## config.mk

```make
export PLATFORM = sky130hd
export DESIGN_NAME = ram_bist_ctrl
export DESIGN_NICKNAME = d
export VERILOG_FILES = /design/src/rtl/ram_bist_ctrl.sv
export SDC_FILE = /design/constraint.sdc
export NUM_CORES = 1
export LEC_CHECK = 0
export CORE_UTILIZATION = 28
export CTS_CLUSTER_SIZE = 12
export DETAILED_ROUTE_END_ITERATION = 8
export GPL_TIMING_DRIVEN = 0
export PLACE_DENSITY = 0.45
export SYNTH_ARGS = -nofsm -noshare
export SYNTH_HDL_FRONTEND = slang
export SYNTH_SLANG_ARGS = --single-unit
```

## constraint.sdc

```tcl
create_clock -name clk -period 3.8 [get_ports clk]
set_input_delay 0.76 -clock clk [delete_from_list [all_inputs] [get_ports clk]]
set_output_delay 0.76 -clock clk [all_outputs]
set_load 0.05 [all_outputs]
```

## src/rtl/ram_bist_ctrl.sv

```systemverilog
// March-style BIST initiator for a small synchronous RAM: write/read background,
// write/read inverted background, with mismatch count and first failing address.
module ram_bist_ctrl #(
   parameter int                ADDR_W  = 4,
   parameter int                DATA_W  = 2,
   parameter logic [DATA_W-1:0] PATTERN = 2'b01
) (
   input  logic              clk,
   input  logic              rst,
   input  logic              start,
   input  logic              abort,
   output logic              busy,
   output logic              done,
   output logic              pass,
   output logic [ADDR_W+1:0] err_count,
   output logic [ADDR_W-1:0] fail_addr,
   output logic              ram_we,
   output logic              ram_oe,
   output logic [ADDR_W-1:0] ram_addr,
   output logic [DATA_W-1:0] ram_din,
   input  logic [DATA_W-1:0] ram_dout
);

   typedef enum logic [2:0] {IDLE, WR0, RD0, WR1, RD1, FLUSH} state_t;

   localparam logic [ADDR_W-1:0] LAST = '1;

   state_t              state, state_nxt;
   logic [ADDR_W-1:0]   addr, addr_nxt;
   logic                cmp_vld;
   logic [DATA_W-1:0]   cmp_exp;
   logic [ADDR_W-1:0]   cmp_addr;
   logic                first_fail;
   logic                rd_issue;
   logic                mismatch;
   logic [ADDR_W+1:0]   err_nxt;

   always_ff @(posedge clk) begin
      if (rst) state <= IDLE;
      else     state <= state_nxt;
   end

   // Each phase ends on the edge where the counter sits at its terminal
   // value; the counter is preloaded for the direction of the next phase.
   always_comb begin
      state_nxt = state;
      addr_nxt  = addr;
      unique case (state)
         IDLE: begin
            addr_nxt = '0;
            if (start) state_nxt = WR0;
         end
         WR0: begin
            if (addr == LAST) begin state_nxt = RD0; addr_nxt = '0; end
            else addr_nxt = addr + ADDR_W'(1);
         end
         RD0: begin
            if (addr == LAST) begin state_nxt = WR1; addr_nxt = LAST; end
            else addr_nxt = addr + ADDR_W'(1);
         end
         WR1: begin
            if (addr == '0) begin state_nxt = RD1; addr_nxt = LAST; end
            else addr_nxt = addr - ADDR_W'(1);
         end
         RD1: begin
            if (addr == '0) begin state_nxt = FLUSH; addr_nxt = '0; end
            else addr_nxt = addr - ADDR_W'(1);
         end
         FLUSH: begin
            state_nxt = IDLE;
            addr_nxt  = '0;
         end
         default: begin
            state_nxt = IDLE;
            addr_nxt  = '0;
         end
      endcase
      if (state != IDLE && abort) begin
         state_nxt = IDLE;
         addr_nxt  = '0;
      end
   end

   assign busy     = (state != IDLE);
   assign ram_oe   = busy;
   assign ram_we   = (state == WR0) || (state == WR1);
   assign ram_addr = addr;
   assign ram_din  = (state == WR0) ? PATTERN :
                     (state == WR1) ? ~PATTERN : '0;

   assign rd_issue = (state == RD0) || (state == RD1);
   assign mismatch = cmp_vld && (ram_dout != cmp_exp);
   assign err_nxt  = err_count + (ADDR_W+2)'(mismatch);

   // Read data arrives one cycle after the address, so the expected value
   // and address ride along in a one-stage compare register.
   always_ff @(posedge clk) begin
      if (rst) begin
         addr       <= '0;
         cmp_vld    <= 1'b0;
         cmp_exp    <= '0;
         cmp_addr   <= '0;
         err_count  <= '0;
         fail_addr  <= '0;
         first_fail <= 1'b0;
         pass       <= 1'b0;
         done       <= 1'b0;
      end else begin
         addr     <= addr_nxt;
         done     <= 1'b0;
         cmp_vld  <= rd_issue && !abort;
         cmp_exp  <= (state == RD0) ? PATTERN : ~PATTERN;
         cmp_addr <= addr;
         if (state == IDLE) begin
            if (start) begin
               err_count  <= '0;
               fail_addr  <= '0;
               first_fail <= 1'b0;
               pass       <= 1'b0;
            end
         end else if (abort) begin
            pass <= 1'b0;
         end else begin
            if (mismatch) begin
               err_count <= err_nxt;
               if (!first_fail) begin
                  fail_addr  <= cmp_addr;
                  first_fail <= 1'b1;
               end
            end
            if (state == FLUSH) begin
               done <= 1'b1;
               pass <= (err_nxt == '0);
            end
         end
      end
   end

endmodule

```

==> impl_metrics.py <==
metrics = {
    "status": {
        "status": "complete, no violations",
    },
    "detailed_routing": {
        "firstDrtPassIters": 5,
        "totalWireLength_mm": 3.911,
        "drc_errors": 0,
        "drt_iter0_markers": 72,
        "wl_per_cell_um": 14.02,
        "final_antenna_net_count": 0,
        "vias": 1409,
        "viasPerCell": 5.050,
    },
    "sta": {
        "finalCritPeriodShare": 0.8337,
        "rsz0062_at_grt": "false",
        "worstMarginPinSlew_ns": 0.7697,
        "holdWs_ns": 0.4526,
        "skew_ns": 0.009666,
        "maxSlewViolCount": 0,
        "fin_setup_tns_ns": 0,
        "maxSlewHeadroom": 0.4830,
        "setup_viol": 0,
        "hold_violations": 0,
        "fmax_ghz": 0.3157,
        "fin_crit_ns": 3.168,
    },
    "floorplanning": {
        "die_h_um": 75.50,
        "die_area_mm2": 0.005700,
        "die_w_um": 75.50,
        "core_mm2": 0.005140,
        "io_pins": 27,
        "start_util": 0.2943,
        "rows": 26,
    },
    "synthesis": {
        "synth_edf_count": 0,
        "async_reset_ff_frac": 0,
        "postSynthAreaPerCell_um2": 8.404,
        "ys_seq_area_frac": 0.3573,
        "synth_seq_cells": 27,
        "yosys_warnings": 0,
        "syn-cell-area_mm2": 0.001513,
        "synthFlopType": "dfxtp_1",
        "synth_cells": 180,
        "ys_types": 48,
        "synth_fp_nets": 191,
    },
    "min_path": {
        "whs_endpoint": "fail_addr[1]$_SDFFE_PP0P_",
        "min_from": "cmp_addr[1]$_SDFF_PP0_",
        "min_path_cells": 2,
        "hp-class": "reg -> reg",
    },
    "power": {
        "leakage_uw": 0.0006751,
        "p_seq_frac": 0.548,
        "switchingPower_uw": 139.7,
        "internal-power_uw": 383.2,
        "p_per_area_mw_per_mm2": 275.3,
        "p_comb_frac": 0.128,
        "pwr-share-clk": 0.324,
        "sw_frac_of_total": 0.2671,
        "peakVddDrop_mv": 0.1240,
    },
    "clock_network": {
        "ctsResizeCount": 0,
        "cts_buffer_depth": 2,
        "clkTransAtPathRegs_ns": 0.10,
        "cts_max_level": 1,
        "cts_setup_buffers": 0,
        "clock-root-buffer": "clkbuf_8",
        "hold_buffers": 0,
        "cts_made_buffers": 3,
        "clock-sinks": 27,
        "insertion_delay_ns": 0.28,
        "tritoncts": "built",
    },
    "critical_path": {
        "crit_fanout": 5,
        "crit_required_ns": 3.04,
        "critPathKind": "reg -> out",
        "critPathLaunchType": "flip-flop",
        "end_kind": "primary output",
        "arrival_ns": 2.41,
        "r2r_end": "pass$_SDFFE_PP0P_",
        "regToRegSetupSlack_ns": 1.57,
        "rr_worst_depth": 8,
        "worstReg2RegStart": "cmp_exp[1]$_SDFF_PP0_",
    },
    "global_route": {
        "grt.overflow.total": 0,
        "grt_pass1_wl_mm": 6.244,
        "first_global_vias": 1299,
        "gr-usage-all-layers": 0.1469,
        "antenna_found_initial": 0,
        "grt_max_degree": 17,
    },
    "final_layout": {
        "final_common_cell": "dfxtp_1",
        "final_nets": 221,
        "num-fill-cells": 570,
        "final_cell_mix": "dfxtp_1, clkdlybuf4s50_1, nor2_1",
        "postLayoutCellArea_mm2": 0.001899,
        "post-route-util": 0.3695,
        "diodes": 0,
        "area.growth.synth_to_final_pct": 25.56,
        "drive_gt1_frac": 0.08134,
    },
    "place": {
        "dpl.hpwl_mm": 2.832,
        "gp_congestion": 0.8813,
        "io_buffers": 25,
        "post_dp_cell_area_mm2": 0.001851,
    },
    "run": {
        "drv_cap": 0,
    },
}
-- final cells by class --
type,instances,area (µm²),area share
Tap cell,70,87.58,0.04611
Timing Repair Buffer,25,250.2,0.1318
Clock inverter,1,7.507,0.003953
Inverter,7,26.28,0.01383
Clock buffer,3,41.29,0.02174
Buffer,14,70.07,0.03689
Multi-Input combinational cell,132,875.8,0.4611
Sequential cell,27,540.5,0.2846
-- synthesized netlist by cell type, types with 2 or more instances --
master      n  area [µm²]
a21oi_1     8       40.04
a2bb2oi_1   3       26.28
a31oi_1     3       18.77
and3_1      3       18.77
buf_2       5       25.02
clkbuf_1    6       22.52
dfxtp_1    27       540.5
ha_1        5       62.56
inv_1       7       26.28
mux2i_1     4       40.04
nand2_1    11       41.29
nand2b_1    5       31.28
nand3_1    10       50.05
nand4_1     2       12.51
nor2_1     16       60.06
nor2b_1     7       43.79
nor3_1      6       30.03
o211ai_1    5       37.54
o21ai_0     7       35.03
o21bai_1    3       22.52
o22ai_1     2       12.51
o41ai_2     3       48.80
xnor2_1     4       35.03
xor2_1      4       35.03
-- power by group through the flow --
| stage | Combinational [µW] | Clock, µW | Sequential [µW] |
|---|---|---|---|
| finish | 66.9 | 170 | 286 |
| global route | 71.8 | 195 | 287 |
| CTS | 67.2 | 179 | 286 |
| detailed placement | 66.7 | 0 | 293 |
| global placement | 67.2 | 0 | 293 |
| floorplan | 42.2 | 0 | 295 |
-- sequential cells by signal, summed over array words and instances (netlist names), 2 cells and up --
signal and cells:
ram_addr 4, err_count 6, fail_addr 4, cmp_exp 2, cmp_addr 4, state 3
-- routing by layer --
metal / part of all wire / global-route usage
met1: 0.47 / 0.1940
met2: 0.47 / 0.2371
met3: 0.037 / 0.01984
met4: 0.021 / 0.06996
met5: 0 / 0
-- how the worst max path moves through the flow --
| stage | from | endpoint | depth (start not counted) | slack, ns |
|---|---|---|---|---|
| detailed placement | ram_dout[1] | pass$_SDFFE_PP0P_ | 9 | 0.68 |
| finish | state[2]$_SDFFE_PP0P_ | ram_oe | 4 | 0.63 |
| CTS | state[2]$_SDFFE_PP0P_ | ram_oe | 4 | 0.65 |
| global route | state[2]$_SDFFE_PP0P_ | ram_oe | 4 | 0.53 |
| global placement | ram_dout[0] | pass$_SDFFE_PP0P_ | 9 | 0.73 |
| floorplan | state[0]$_SDFFE_PP0P_ | ram_din[0] | 3 | 0.88 |
-- metrics by stage --
step	instances	total power, µW	worst slack, ns
floorplan	180	337.0	0.8800
finish	279	522.9	0.6321
global placement	275	360.2	0.7282
detailed placement	275	359.7	0.6835
CTS	279	533.1	0.6478
global route	279	553.4	0.5288
-- logic make-up (layout without fill, tap and decap cells) --
logic type,count (synthesis),count (layout),share of synthesized area
fa+ha+maj,5,5,0.04136
xor+xnor,8,8,0.04631
buf+inv,21,50,0.06369
mux,4,4,0.02647
simple gates,71,71,0.2490
compound gates,44,44,0.2159
flops,27,27,0.3573
-- worst max-delay path, stage by stage, from the launching register on --
cell and delay, ns:
dfxtp_1 0.36, nor3_1 0.66, inv_1 0.23, buf_4 0.20, clkdlybuf4s50_1 0.69
Note: power is estimated with default switching activity, not from simulation.
